===== config.mk =====
export PLATFORM = sky130hd
export DESIGN_NAME = note_sequencer
export DESIGN_NICKNAME = d
export VERILOG_FILES = /design/src/rtl/synth_pkg.sv /design/src/rtl/seq_step_ram.sv /design/src/rtl/note_sequencer.sv
export SDC_FILE = /design/constraint.sdc
export NUM_CORES = 1
export LEC_CHECK = 0
export ABC_AREA = 1
export BUFFER_PORTS_ARGS = -buffer_cell sky130_fd_sc_hd__buf_2
export CORE_MARGIN = 8
export CORE_UTILIZATION = 30
export DETAILED_ROUTE_END_ITERATION = 10
export MAX_ROUTING_LAYER = met4
export PLACE_DENSITY_LB_ADDON = 0.2
export RECOVER_POWER = 50
export SLEW_MARGIN = 40
export SYNTH_ARGS = -nofsm -noshare
export SYNTH_HDL_FRONTEND = slang
export SYNTH_SLANG_ARGS = --single-unit

===== constraint.sdc =====
create_clock -name mclk -period 3 [get_ports mclk]
set_clock_uncertainty 0.05 [all_clocks]
set_input_delay 0 -clock mclk [delete_from_list [all_inputs] [get_ports mclk]]
set_output_delay 0 -clock mclk [all_outputs]
set_load 0.05 [all_outputs]

===== src/rtl/synth_pkg.sv =====
// Shared types for the wavetable note sequencer.
//   seq_state_e : controller states (IDLE, PLAY, GAP)
//   step_t      : one step table entry {freq, vol, dur}
//   STEP_IDX_W  : width of a step index for the default table depth
package synth_pkg;

    localparam int FREQ_W     = 16;
    localparam int VOL_W      = 8;
    localparam int DUR_W      = 16;
    localparam int STEPS_DEF  = 16;
    localparam int STEP_IDX_W = $clog2(STEPS_DEF);

    typedef enum logic [1:0] {
        IDLE = 2'd0,
        PLAY = 2'd1,
        GAP  = 2'd2
    } seq_state_e;

    typedef struct packed {
        logic [FREQ_W-1:0] freq;
        logic [VOL_W-1:0]  vol;
        logic [DUR_W-1:0]  dur;
    } step_t;

endpackage


===== src/rtl/seq_step_ram.sv =====
// Step table storage: STEPS entries of step_t.
// Ports:
//   clk   : clock, write on posedge
//   we    : write enable
//   waddr : write index
//   wdata : entry to store
//   raddr : read index
//   rdata : entry at raddr (combinational; a same-cycle write is not visible)
module seq_step_ram
    import synth_pkg::*;
#(
    parameter int STEPS = STEPS_DEF
) (
    input  logic                     clk,
    input  logic                     we,
    input  logic [$clog2(STEPS)-1:0] waddr,
    input  step_t                    wdata,
    input  logic [$clog2(STEPS)-1:0] raddr,
    output step_t                    rdata
);

    step_t mem [STEPS];

    always_ff @(posedge clk) begin
        if (we) begin
            mem[waddr] <= wdata;
        end
    end

    assign rdata = mem[raddr];

endmodule


===== src/rtl/note_sequencer.sv =====
// Note sequencer: walks a programmable step table and drives frequency and
// volume for the wavetable playback path. Durations and gaps are counted in
// sample periods (sample_tick pulses). All outputs are registered.
// Ports:
//   mclk, rst            : clock, asynchronous active-high reset
//   sample_tick          : one pulse per sample period
//   start, stop, loop_en : playback control
//   num_steps            : number of active steps, sampled on accepted start
//   wr_en/wr_addr/wr_*   : table write port, accepted only while idle
//   wr_err               : pulse, write rejected while busy
//   frequency, volume    : to the playback path
//   step_idx, busy, done : status
module note_sequencer
    import synth_pkg::*;
#(
    parameter int FREQ_RES_BITS = FREQ_W,
    parameter int VOLUME_BITS   = VOL_W,
    parameter int STEPS         = STEPS_DEF,
    parameter int DUR_BITS      = DUR_W,
    parameter int GAP_TICKS     = 4
) (
    input  logic                     mclk,
    input  logic                     rst,
    input  logic                     sample_tick,
    input  logic                     start,
    input  logic                     stop,
    input  logic                     loop_en,
    input  logic [$clog2(STEPS):0]   num_steps,
    input  logic                     wr_en,
    input  logic [$clog2(STEPS)-1:0] wr_addr,
    input  logic [FREQ_RES_BITS-1:0] wr_freq,
    input  logic [VOLUME_BITS-1:0]   wr_vol,
    input  logic [DUR_BITS-1:0]      wr_dur,
    output logic                     wr_err,
    output logic [FREQ_RES_BITS-1:0] frequency,
    output logic [VOLUME_BITS-1:0]   volume,
    output logic [$clog2(STEPS)-1:0] step_idx,
    output logic                     busy,
    output logic                     done
);

    localparam int IDX_W = $clog2(STEPS);
    localparam int NUM_W = IDX_W + 1;
    localparam int GAP_W = (GAP_TICKS > 0) ? $clog2(GAP_TICKS + 1) : 1;

    seq_state_e               state_q, state_nx;
    logic [DUR_BITS-1:0]      dur_cnt_q, dur_cnt_nx;
    logic [GAP_W-1:0]         gap_cnt_q, gap_cnt_nx;
    logic [IDX_W-1:0]         last_idx_q, last_idx_nx;
    logic [IDX_W-1:0]         rd_addr, idx_nx;
    logic [FREQ_RES_BITS-1:0] freq_nx;
    logic [VOLUME_BITS-1:0]   vol_nx;
    logic                     busy_nx, done_nx, wr_err_nx;
    logic [NUM_W-1:0]         num_clamped;
    step_t                    rd_step;
    logic                     start_ok, play_end, gap_end, advance, is_last;

    seq_step_ram #(
        .STEPS (STEPS)
    ) u_ram (
        .clk   (mclk),
        .we    (wr_en && (state_q == IDLE)),
        .waddr (wr_addr),
        .wdata ('{freq: FREQ_W'(wr_freq), vol: VOL_W'(wr_vol), dur: DUR_W'(wr_dur)}),
        .raddr (rd_addr),
        .rdata (rd_step)
    );

    assign num_clamped = (num_steps > NUM_W'(STEPS)) ? NUM_W'(STEPS) : num_steps;
    assign start_ok    = (state_q == IDLE) && start && !stop && (num_steps != '0);
    // dur_cnt never sits below 1 while playing (dur 0 is loaded as 1).
    assign play_end    = (state_q == PLAY) && sample_tick && (dur_cnt_q <= DUR_BITS'(1));
    assign gap_end     = (state_q == GAP) && sample_tick && (gap_cnt_q <= GAP_W'(1));
    assign advance     = (play_end && (GAP_TICKS == 0)) || gap_end;
    assign is_last     = (step_idx == last_idx_q);
    // Single read port: step 0 when idle or wrapping, otherwise the next step.
    assign rd_addr     = ((state_q == IDLE) || is_last) ? '0 : step_idx + IDX_W'(1);

    // State and output registers
    always_ff @(posedge mclk or posedge rst) begin
        if (rst) begin
            state_q    <= IDLE;
            dur_cnt_q  <= '0;
            gap_cnt_q  <= '0;
            last_idx_q <= '0;
            frequency  <= '0;
            volume     <= '0;
            step_idx   <= '0;
            busy       <= 1'b0;
            done       <= 1'b0;
            wr_err     <= 1'b0;
        end else begin
            state_q    <= state_nx;
            dur_cnt_q  <= dur_cnt_nx;
            gap_cnt_q  <= gap_cnt_nx;
            last_idx_q <= last_idx_nx;
            frequency  <= freq_nx;
            volume     <= vol_nx;
            step_idx   <= idx_nx;
            busy       <= busy_nx;
            done       <= done_nx;
            wr_err     <= wr_err_nx;
        end
    end

    // Next-state logic
    always_comb begin
        state_nx = state_q;
        unique case (state_q)
            IDLE: begin
                if (start_ok) state_nx = PLAY;
            end
            PLAY, GAP: begin
                if (stop)          state_nx = IDLE;
                else if (advance)  state_nx = (!is_last || loop_en) ? PLAY : IDLE;
                else if (play_end) state_nx = GAP;
            end
            default: state_nx = IDLE;
        endcase
    end

    // Next register values for counters and outputs
    always_comb begin
        freq_nx     = frequency;
        vol_nx      = volume;
        idx_nx      = step_idx;
        dur_cnt_nx  = dur_cnt_q;
        gap_cnt_nx  = gap_cnt_q;
        last_idx_nx = last_idx_q;
        done_nx     = 1'b0;
        wr_err_nx   = wr_en && (state_q != IDLE);
        busy_nx     = (state_nx != IDLE);

        if (start_ok) begin
            freq_nx     = FREQ_RES_BITS'(rd_step.freq);
            vol_nx      = VOLUME_BITS'(rd_step.vol);
            dur_cnt_nx  = (rd_step.dur == '0) ? DUR_BITS'(1) : DUR_BITS'(rd_step.dur);
            idx_nx      = '0;
            last_idx_nx = IDX_W'(num_clamped - NUM_W'(1));
        end else if ((state_q != IDLE) && stop) begin
            freq_nx    = '0;
            vol_nx     = '0;
            idx_nx     = '0;
            dur_cnt_nx = '0;
            gap_cnt_nx = '0;
        end else if (advance) begin
            if (!is_last || loop_en) begin
                idx_nx     = rd_addr;
                freq_nx    = FREQ_RES_BITS'(rd_step.freq);
                vol_nx     = VOLUME_BITS'(rd_step.vol);
                dur_cnt_nx = (rd_step.dur == '0) ? DUR_BITS'(1) : DUR_BITS'(rd_step.dur);
                gap_cnt_nx = '0;
            end else begin
                freq_nx    = '0;
                vol_nx     = '0;
                idx_nx     = '0;
                dur_cnt_nx = '0;
                gap_cnt_nx = '0;
                done_nx    = 1'b1;
            end
        end else if (play_end) begin
            // Silence for the gap but keep the pitch.
            vol_nx     = '0;
            dur_cnt_nx = '0;
            gap_cnt_nx = GAP_W'(GAP_TICKS);
        end else if ((state_q == PLAY) && sample_tick) begin
            dur_cnt_nx = dur_cnt_q - DUR_BITS'(1);
        end else if ((state_q == GAP) && sample_tick) begin
            gap_cnt_nx = gap_cnt_q - GAP_W'(1);
        end
    end

endmodule


==> results of run 1 <==
[sequential cells by signal (all words and copies together) (netlist names)]
| signal | count |
|---|---|
| frequency | 16 |
| volume | 8 |
| u_ram.mem | 640 |
| done | 1 |
| dur_cnt_q | 16 |
| wr_err | 1 |
| step_idx | 4 |
| state_q | 2 |
| gap_cnt_q | 3 |
| last_idx_q | 4 |
| busy | 1 |
[stage by stage]
step	power, W	utilization	std cells
2_1_floorplan	0.0157	-	2376
3_3_place_gp	0.0179	0.328	3698
3_5_place_dp	0.0179	0.328	3698
4_1_cts	0.0274	0.360	3901
5_1_grt	0.0287	0.363	3925
6_report	0.0275	0.363	3926
[final cells by class]
| cell class | count | share of cell area |
|---|---|---|
| Clock inverter | 31 | 0.00815 |
| Clock buffer | 114 | 0.0628 |
| Tap cell | 1287 | 0.0454 |
| Sequential cell | 696 | 0.581 |
| Inverter | 194 | 0.0212 |
| Antenna cell | 4 | 0.000282 |
| Multi-Input combinational cell | 1340 | 0.213 |
| Timing Repair Buffer | 259 | 0.0683 |
| Timing Repair inverter | 1 | 0.000141 |
[cell families (layout without fill, tap and decap cells)]
| kind of cell | count (synthesis) | count (layout) | share of synthesized area |
|---|---|---|---|
| muxes | 43 | 43 | 0.0146 |
| DFF | 696 | 696 | 0.700 |
| adders and majority gates | 9 | 9 | 0.00382 |
| other | 0 | 4 | 0 |
| AOI/OAI and AO/OA | 390 | 390 | 0.0828 |
| buffers and inverters | 341 | 599 | 0.0500 |
| xor gates and xnor gates | 11 | 11 | 0.00327 |
| and+or+nand+nor | 886 | 887 | 0.146 |
[tightest hold or removal path, cell delays in order]
cell and delay, ns:
buf_2 0.16, inv_1 0.09, nand2_1 0.09, nand2_2 0.13, nand3_1 0.10, a221oi_1 0.09
[layout by cell type (no fill, tap or decap), drive strengths merged, types with 24 or more instances in the layout]
cell type    synthesis  layout
nor2               231     231
o211ai             129     129
nand3              229     230
dfrtp               56      56
mux2i               43      43
a22o                24      24
o21ai              172     172
edfxtp             640     640
nand2              185     185
inv                192     196
nand4               74      74
or2                158     158
a21oi               26      26
clkbuf              72     189
buf                 75     127
dlygate4sd3          0      57
[timing repair]
item                                    4_1_cts  5_1_grt
resized for setup                             0       21
endpoints found under the hold margin       711        0
setup buffers                                 0       11
hold buffers                                 58        0
endpoints found under the setup margin        0       10
[where the power goes]
part | switching [W] | internal (W)
registers | 0.000326 | 0.0111
clock network | 0.00390 | 0.00545
logic | 0.00432 | 0.00238
total | 0.00855 | 0.0189
[layer usage]
layer	GRT usage	part of all wire
met1	0.216	0.46
met2	0.263	0.47
met3	0.0230	0.047
met4	0.0488	0.027
met5	-	0
[path summary, 6_finish.rpt]
kind | start | to | slack (ns) | cells past startpoint
worst max-delay path | step_idx[1] | dur_cnt_q[0] | 0.19 | 20
worst min-delay path | num_steps[4] | state_q[1] | 0.06 | 6
worst max register to register | step_idx[1] | dur_cnt_q[0] | 0.19 | 20
worst min register to register | volume[1] | volume[1] | 0.46 | 1
max in group asynchronous | rst | step_idx[0] | 0.91 | 5
min in group asynchronous | rst | last_idx_q[1] | 0.58 | 4
==> flow_summary.toml, run 1 <==
[outcome]
status = "finished clean"

[placement]
place_area_mm2 = 0.0321
place_ws_ns = 0.0335
gp_congestion = 0.816
port_buffers = 86
dp_hpwl_mm = 45.6

[timing]
fin_setup_tns_ns = 0
timing.final.crit_share = 0.938
setup_violations = 0
tightest_slew_ns = 1.05
drv_slew = 0
timing.hold.ws_ns = 0.0577
max_freq_ghz = 0.356
slew_headroom = 0.299
fin_crit_ns = 2.81
finalHoldViolations = 0
layout_setup_ws_ns = 0.187
rsz0062_at_grt = "true"

[logic_synthesis]
yosysWarnings = 0
syn-instance-count = 2376
syn_avg_cell_area_um2 = 12.4
synth_edf_count = 640
ys_top_cells_by_area = "edfxtp_1 (65%), dfrtp_1 (4.8%), nand3_1 (3.8%)"
synthTopCellsByCount = "edfxtp_1 (640), nand3_1 (226), nor2_1 (224), inv_1 (187), nand2_1 (181)"
synth_area_mm2 = 0.0295
yosysSeqAreaShare = 0.700
synthArstFlopShare = 0.0805
ys.flop_type = "edfxtp_1"
yosysTopAreaCell = "edfxtp_1"
yosys.cell_count.top_type = "edfxtp_1"
ys_types = 47
ys_ff_latch = 696
synth_top_area_frac = 0.652
syn_nets = 2441

[detailed_routing]
drc = 0
vias_per_cell = 4.95
wirelength_mm = 89.5
wl_per_cell_um = 22.8
first_iter_violations = 1798
ant_nets = 0
dr_total_vias = 19400
drt_pass1_iterations = 5

[floorplan]
core.rowCount = 115
start_util = 0.301
io_pins = 87
dieArea_mm2 = 0.109
die_w_um = 329
die_h_um = 329
coreArea_mm2 = 0.0978

[flow_run]
maxCapViolations = 0

[power]
leakagePower_nw = 12.8
powerDensity_mw_per_mm2 = 774
peakVddDrop_v = 0.000460

[final_layout]
area_growth_pct = 20.4
regArea_mm2 = 0.0206
final_area_mm2 = 0.0355
multi_input_area_mm2 = 0.00754
fin_nets = 2635
fill_cells = 9520
drive_gt1_frac = 0.172

[grt]
grt_overflow = 0
grt_pass1_wl_mm = 130
grt_pass1_vias = 19600
grtUsageTotal = 0.164
antenna_found_initial = 5
grt_max_degree = 91

[setup_path]
crit_path_max_incr_delay_ns = 0.42
crit_fanout = 20
cp.required_ns = 3.48
worstPathArrival_ns = 3.30
worstPathCellList = "inv_1 > nand2_1 > nand2_1 > nor2_2 > nand2_4 > nand3_4 > buf_4 > clkbuf_16 > nand2_1 > nand3_1 > nand3_1 > nand3_1 > nand2_2 > nor2_1 > nand2_1 > nor2_2 > nand2_2 > nand2_1 > nand2_1 > a21oi_1"
cp-end-kind = "register"
slowest_stage = "dfrtp_2"
worst-path-buf-inv = 3
cp_top_family = "simple AND/OR/NAND/NOR gates"
crit_type = "register to register"
cp-start-kind = "register"
path_common_cell = "nand2_1"

[cts]
clock-sinks = 696
cts_tree = "built"
numCtsBuffers = 78
root_buffer = "clkbuf_16"
clk_latency_ns = 0.63
clockBufferDepth = 3
ctsHtreeMaxLevel = 3
path_clk_slew_ns = 0.06

[worst_hold_path]
hold_class = "primary input to register"
No activity file was read; power rests on OpenSTA's default activity.
==> run 2: changes to the inputs <==
--- a/config.mk
+++ b/config.mk
@@ -9,6 +9,7 @@
 export BUFFER_PORTS_ARGS = -buffer_cell sky130_fd_sc_hd__buf_2
 export CORE_MARGIN = 8
 export CORE_UTILIZATION = 30
+export CTS_BUF_LIST = sky130_fd_sc_hd__clkbuf_4 sky130_fd_sc_hd__clkbuf_8
 export DETAILED_ROUTE_END_ITERATION = 10
 export MAX_ROUTING_LAYER = met4
 export PLACE_DENSITY_LB_ADDON = 0.2
==> run 2 against run 1 <==
Net effect: combinational power about the same; critical path type is now primary input to register; global-route usage rose by 0.089 points; setup slack worse by 0.059 ns; critical path depth fell by 9; register-to-register slack worse by 0.05 ns; largest cell class unchanged; first-iteration DRC count is 3.6% lower; routed wire length rose by 0.43%.
==> flow_summary.toml, run 2 (same netlist as run 1, synthesis figures left out) <==
[setup_path]
r2r-end = "last_idx_q[0]"
cp-end-kind = "register"
worstPathArrival_ns = 3.49
cp-start-kind = "primary input"
cp_top_family = "buffers and inverters"
path_common_cell = "dlygate4sd3_1"
crit_start = "num_steps[0]"
rr_startpoint = "state_q[1]"
worst-path-buf-inv = 5
worstPathCellList = "dlygate4sd3_1 > buf_2 > or3_1 > nor2_2 > o21ai_0 > dlygate4sd3_1 > ha_1 > xor2_1 > dlygate4sd3_1 > o21ai_0 > dlygate4sd3_1"
cp.required_ns = 3.61
crit_path_max_incr_delay_ns = 0.57
rrSetupSlack_ns = 0.14
crit_fanout = 3
crit_type = "primary input to register"
slowest_stage = "dlygate4sd3_1"
ff2ff_path_depth = 11

[grt]
grt_max_degree = 91
grt_pass1_wl_mm = 131
antenna_found_initial = 5
grt_pass1_vias = 20000
grt_overflow = 0
grtUsageTotal = 0.165

[timing]
max_freq_ghz = 0.348
layout_setup_ws_ns = 0.128
drv_slew = 0
setup_violations = 0
fin_crit_ns = 2.87
slew_headroom = 0.299
timing.final.crit_share = 0.957
finalHoldViolations = 0
tightest_slew_ns = 1.05

[floorplan]
core.rowCount = 115
io_pins = 87
dieArea_mm2 = 0.109
die_h_um = 329
coreArea_mm2 = 0.0978
die_w_um = 329
start_util = 0.301

[final_layout]
reg_top3 = "u_ram.mem (640), dur_cnt_q (16), frequency (16)"
layout_commonest_cell = "edfxtp_1"
final_area_mm2 = 0.0353
utilization = 0.361
regArea_mm2 = 0.0206
area_growth_pct = 19.9
multi_input_area_mm2 = 0.00753
top_register = "u_ram.mem"
fill_cells = 9591
fin_nets = 2673
final_cell_mix = "edfxtp_1 (640), nand3_1 (225), nor2_1 (207), inv_1 (183), nand2_1 (179)"
largest_reg_flops = 640
drive_gt1_frac = 0.195

[cts]
ctsHtreeMaxLevel = 3
cts_tree = "built"
root_buffer = "clkbuf_8"
numCtsBuffers = 116
clk_latency_ns = 0.73
clock-sinks = 696
clockBufferDepth = 3
path_clk_slew_ns = 0.07

[placement]
place_ws_ns = 0.0335
gp_congestion = 0.816
port_buffers = 86
dp_hpwl_mm = 45.6
place_area_mm2 = 0.0321

[worst_hold_path]
hold_end = "dur_cnt_q[4]"
min_from = "start"
holdPathStages = 7
hold_class = "primary input to register"

[detailed_routing]
vias_per_cell = 4.93
first_iter_violations = 1733
drc = 0
dr_total_vias = 19700
ant_nets = 0
wirelength_mm = 89.9
drt_pass1_iterations = 5
wl_per_cell_um = 22.5

[power]
p_total_w = 0.0265
peakVddDrop_v = 0.000503
leakagePower_nw = 12.8
powerDensity_mw_per_mm2 = 750

[flow_run]
maxCapViolations = 0

[outcome]
status = "finished clean"
==> run 2: cell types whose count changed in the layout (fill, tap and decap cells not counted), sizes merged <==
cell and delta:
nand3 -1, dlymetal6s4s +1, bufinv -3, clkinv +16, inv -2, diode -1, dlygate4sd3 +6, clkinvlp +1
buf +6, clkbuf +45
==> run 2: power breakdown <==
| part | switching [W] | internal (W) | total, W |
|---|---|---|---|
| sequential | 0.000326 | 0.0111 | 0.0114 |
| combinational | 0.00430 | 0.00244 | 0.00674 |
| clock | 0.00390 | 0.00441 | 0.00831 |
| total | 0.00852 | 0.0180 | 0.0265 |
==> run 2: cell type report <==
cell class / instances / area share
sequential: 696 / 0.584
clock buffer: 170 / 0.0583
inverter: 194 / 0.0212
antenna: 3 / 0.000213
clock inverter: 44 / 0.00694
multi-input combinational: 1339 / 0.213
timing repair buffer: 261 / 0.0705
tap: 1287 / 0.0456
==> run 2: what timing repair did <==
action | in CTS | in global routing
buffers inserted | 0 | 7
hold endpoints to repair | 720 | 0
hold buffers | 64 | 0
setup endpoints to repair | 0 | 9
gates resized for setup | 0 | 21
==> run 2: worst reg2reg max path: stages, from the launching register on <==
cell and delay [ns]:
dfrtp_1 0.41, inv_1 0.13, ha_1 0.23, buf_4 0.17, nand2_1 0.07, nor2_1 0.12, nand2_2 0.12, inv_2 0.23
nand2_1 0.09, dlygate4sd3_1 0.56, o21ai_0 0.07, dlygate4sd3_1 0.55
==> run 2: worst max-delay path by stage <==
stage / endpoint / cells past startpoint
final: last_idx_q[2] / 11
after global routing: dur_cnt_q[0] / 19
after CTS: dur_cnt_q[0] / 19
after detailed placement: dur_cnt_q[0] / 19
after global placement: dur_cnt_q[0] / 19
after floorplan: u_ram.mem[4][0] / 6
==> run 2: per-layer routing <==
metal | share of wire | global-route usage | vias to the layer above
li1 | - | - | 9081
met1 | 0.45 | 0.215 | 9851
met2 | 0.47 | 0.263 | 593
met3 | 0.050 | 0.0247 | 178
met4 | 0.030 | 0.0544 | 0
met5 | 0 | - | -
==> run 2: through the flow <==
stage / hold WS, ns / instances / TNS [ns]
6_report: 0.0518 / 3994 / 0
5_1_grt: 0.0717 / 3994 / -0.0158
4_1_cts: 0.0318 / 3976 / 0
3_5_place_dp: -0.0741 / 3698 / 0
3_3_place_gp: -0.0718 / 3698 / 0
2_1_floorplan: 0.0489 / 2376 / -62.69
==> run 3: changes to the inputs <==
--- a/config.mk
+++ b/config.mk
@@ -11,6 +11,7 @@
 export CORE_UTILIZATION = 30
 export CTS_BUF_LIST = sky130_fd_sc_hd__clkbuf_4 sky130_fd_sc_hd__clkbuf_8
 export DETAILED_ROUTE_END_ITERATION = 10
+export GPL_TIMING_DRIVEN = 0
 export MAX_ROUTING_LAYER = met4
 export PLACE_DENSITY_LB_ADDON = 0.2
 export RECOVER_POWER = 50
==> run 3 against run 2 <==
Net effect: flip-flop and latch count stayed put; non-clock buffer count grew 112; total power rose by 3.3%; critical path depth up 2; utilization rose by 1.1 points; register-to-register slack worse by 0.05 ns; fmax shrank 1.3%; design area grew 3.2%; setup slack got worse by 0.038 ns; sequential share of layout area down 1.8 points; via count rose by 5.1%; clock power up 4.7%.
==> flow_summary.toml, run 3 (same netlist as run 1, synthesis figures left out) <==
[floorplan]
core.rowCount = 115
coreArea_mm2 = 0.0978
dieArea_mm2 = 0.109
die_h_um = 329
start_util = 0.301
io_pins = 87
die_w_um = 329

[setup_path]
worstPathCellList = "inv_1 > ha_4 > inv_4 > nand3_4 > buf_8 > clkbuf_4 > clkbuf_2 > or2_2 > o211ai_1 > o21ai_0 > nor2_1 > o22ai_1 > a22o_1"
r2r-end = "frequency[2]"
cp-start-kind = "register"
slowest_stage = "dfrtp_1"
rr_startpoint = "state_q[1]"
worstPathArrival_ns = 3.50
crit_type = "register to register"
cp-end-kind = "register"
cp.required_ns = 3.59
ff2ff_path_depth = 13
rrSetupSlack_ns = 0.09
crit_fanout = 10
crit_path_max_incr_delay_ns = 0.40

[worst_hold_path]
hold_end = "dur_cnt_q[9]"
hold_class = "primary input to register"
holdPathStages = 7
min_from = "start"

[timing]
finalHoldViolations = 0
drv_slew = 0
tightest_slew_ns = 1.35
setup_violations = 0
fin_crit_ns = 2.91
rsz0062_at_grt = "true"
slew_headroom = 0.100
max_freq_ghz = 0.344
timing.final.crit_share = 0.970

[final_layout]
area_growth_pct = 23.6
fin_nets = 2788
utilization = 0.372
largest_reg_flops = 640
drive_gt1_frac = 0.229
final_area_mm2 = 0.0364
layout_commonest_cell = "edfxtp_1"
reg_top3 = "u_ram.mem (640), dur_cnt_q (16), frequency (16)"
top_register = "u_ram.mem"
final_cell_mix = "edfxtp_1 (640), nand3_1 (219), nor2_1 (208), inv_1 (184), nand2_1 (175)"
fin_cells = 4117

[detailed_routing]
wl_per_cell_um = 24.8
ant_nets = 0
vias_per_cell = 5.03
drc = 0
wirelength_mm = 102
dr_total_vias = 20700
drt_pass1_iterations = 5
first_iter_violations = 2062

[flow_run]
maxCapViolations = 0

[power]
leakagePower_nw = 13.4
powerDensity_mw_per_mm2 = 750
peakVddDrop_v = 0.000611

[cts]
numCtsBuffers = 119
clk_latency_ns = 0.77
root_buffer = "clkbuf_8"
cts_tree = "built"
clockBufferDepth = 3
clock-sinks = 696
ctsHtreeMaxLevel = 3
path_clk_slew_ns = 0.06

[outcome]
status = "finished clean"

[grt]
grt_max_degree = 43
grt_pass1_wl_mm = 147
grt_overflow = 0
antenna_found_initial = 4
grt_pass1_vias = 21000
grtUsageTotal = 0.190

[placement]
port_buffers = 86
place_area_mm2 = 0.0329
placed_cells = 3805
gp_congestion = 0.813
dp_hpwl_mm = 69.5
[run 3: cell types whose count changed in the layout (fill, tap and decap cells not counted), moves of 13 or more]
cell      change
clkbuf_2     +29
clkbuf_1     +17
o21ai_0      -14
buf_6        +14
buf_2        +41
buf_16       +33
buf_12       -34
o21ai_1      +13
buf_8        +21
buf_4        -26
clkbuf_4     +19
[run 3: how the worst max path moves through the flow]
| stage | from | endpoint | slack [ns] |
|---|---|---|---|
| 2_1_floorplan | state_q[1] | u_ram.mem[4][0] | -0.20 |
| 3_3_place_gp | state_q[0] | u_ram.mem[5][21] | -3.31 |
| 3_5_place_dp | state_q[0] | frequency[4] | -0.83 |
| 4_1_cts | step_idx[1] | volume[0] | 0.002 |
| 5_1_grt | step_idx[0] | dur_cnt_q[0] | -0.05 |
| 6_report | state_q[1] | frequency[2] | 0.09 |
[run 3: stage by stage]
stage	setup TNS [ns]	hold slack, ns	setup slack [ns]	power [W]
final	0	0.122	0.0898	0.0273
after global routing	-0.0502	0.152	-0.0483	0.0285
after CTS	0	0.0288	0.00220	0.0274
after detailed placement	-22.30	-0.0840	-0.828	0.0184
after global placement	-1470.83	0.173	-3.31	0.0182
after floorplan	-62.69	0.0489	-0.200	0.0157
[run 3: routing by layer]
metal | vias up | global-route usage | part of all wire | wire length, um
met3 | 180 | 0.0340 | 0.063 | 6440
met1 | 10400 | 0.245 | 0.43 | 44000
met5 | - | - | 0 | 0
met2 | 843 | 0.307 | 0.48 | 48700
li1 | 9323 | - | - | -
met4 | 0 | 0.0560 | 0.029 | 2940
[run 3: area by class of cell]
cell class / count / area, um^2
Antenna cell: 3 / 7.51
Buffer: 146 / 965
Clock buffer: 178 / 2160
Clock inverter: 47 / 269
Fill cell: 9508 / 61400
Inverter: 194 / 739
Multi-Input combinational cell: 1339 / 7600
Sequential cell: 696 / 20600
Tap cell: 1287 / 1610
Timing Repair Buffer: 227 / 2450
[run 3: critical path, delay by kind of cell (launching register included)]
family / cells / cell delay, ns
compound gates: 4 / 0.57
flops: 1 / 0.40
simple gates: 3 / 0.64
buf+inv: 5 / 0.91
fa+ha+maj: 1 / 0.21
[run 3: report_power, final]
group	leakage [nW]	switching, W	internal [W]	total, W
combinational	5.65	0.00484	0.00237	0.00721
sequential	6.46	0.000330	0.0111	0.0114
clock	1.30	0.00406	0.00464	0.00870
[run 3: timing repair]
item / CTS / global route
gates resized for setup: 97 / 81
hold buffers: 70 / 0
setup endpoints to repair: 39 / 43
endpoints found under the hold margin: 813 / 0
setup buffers: 5 / 10
pin swaps: 3 / 8
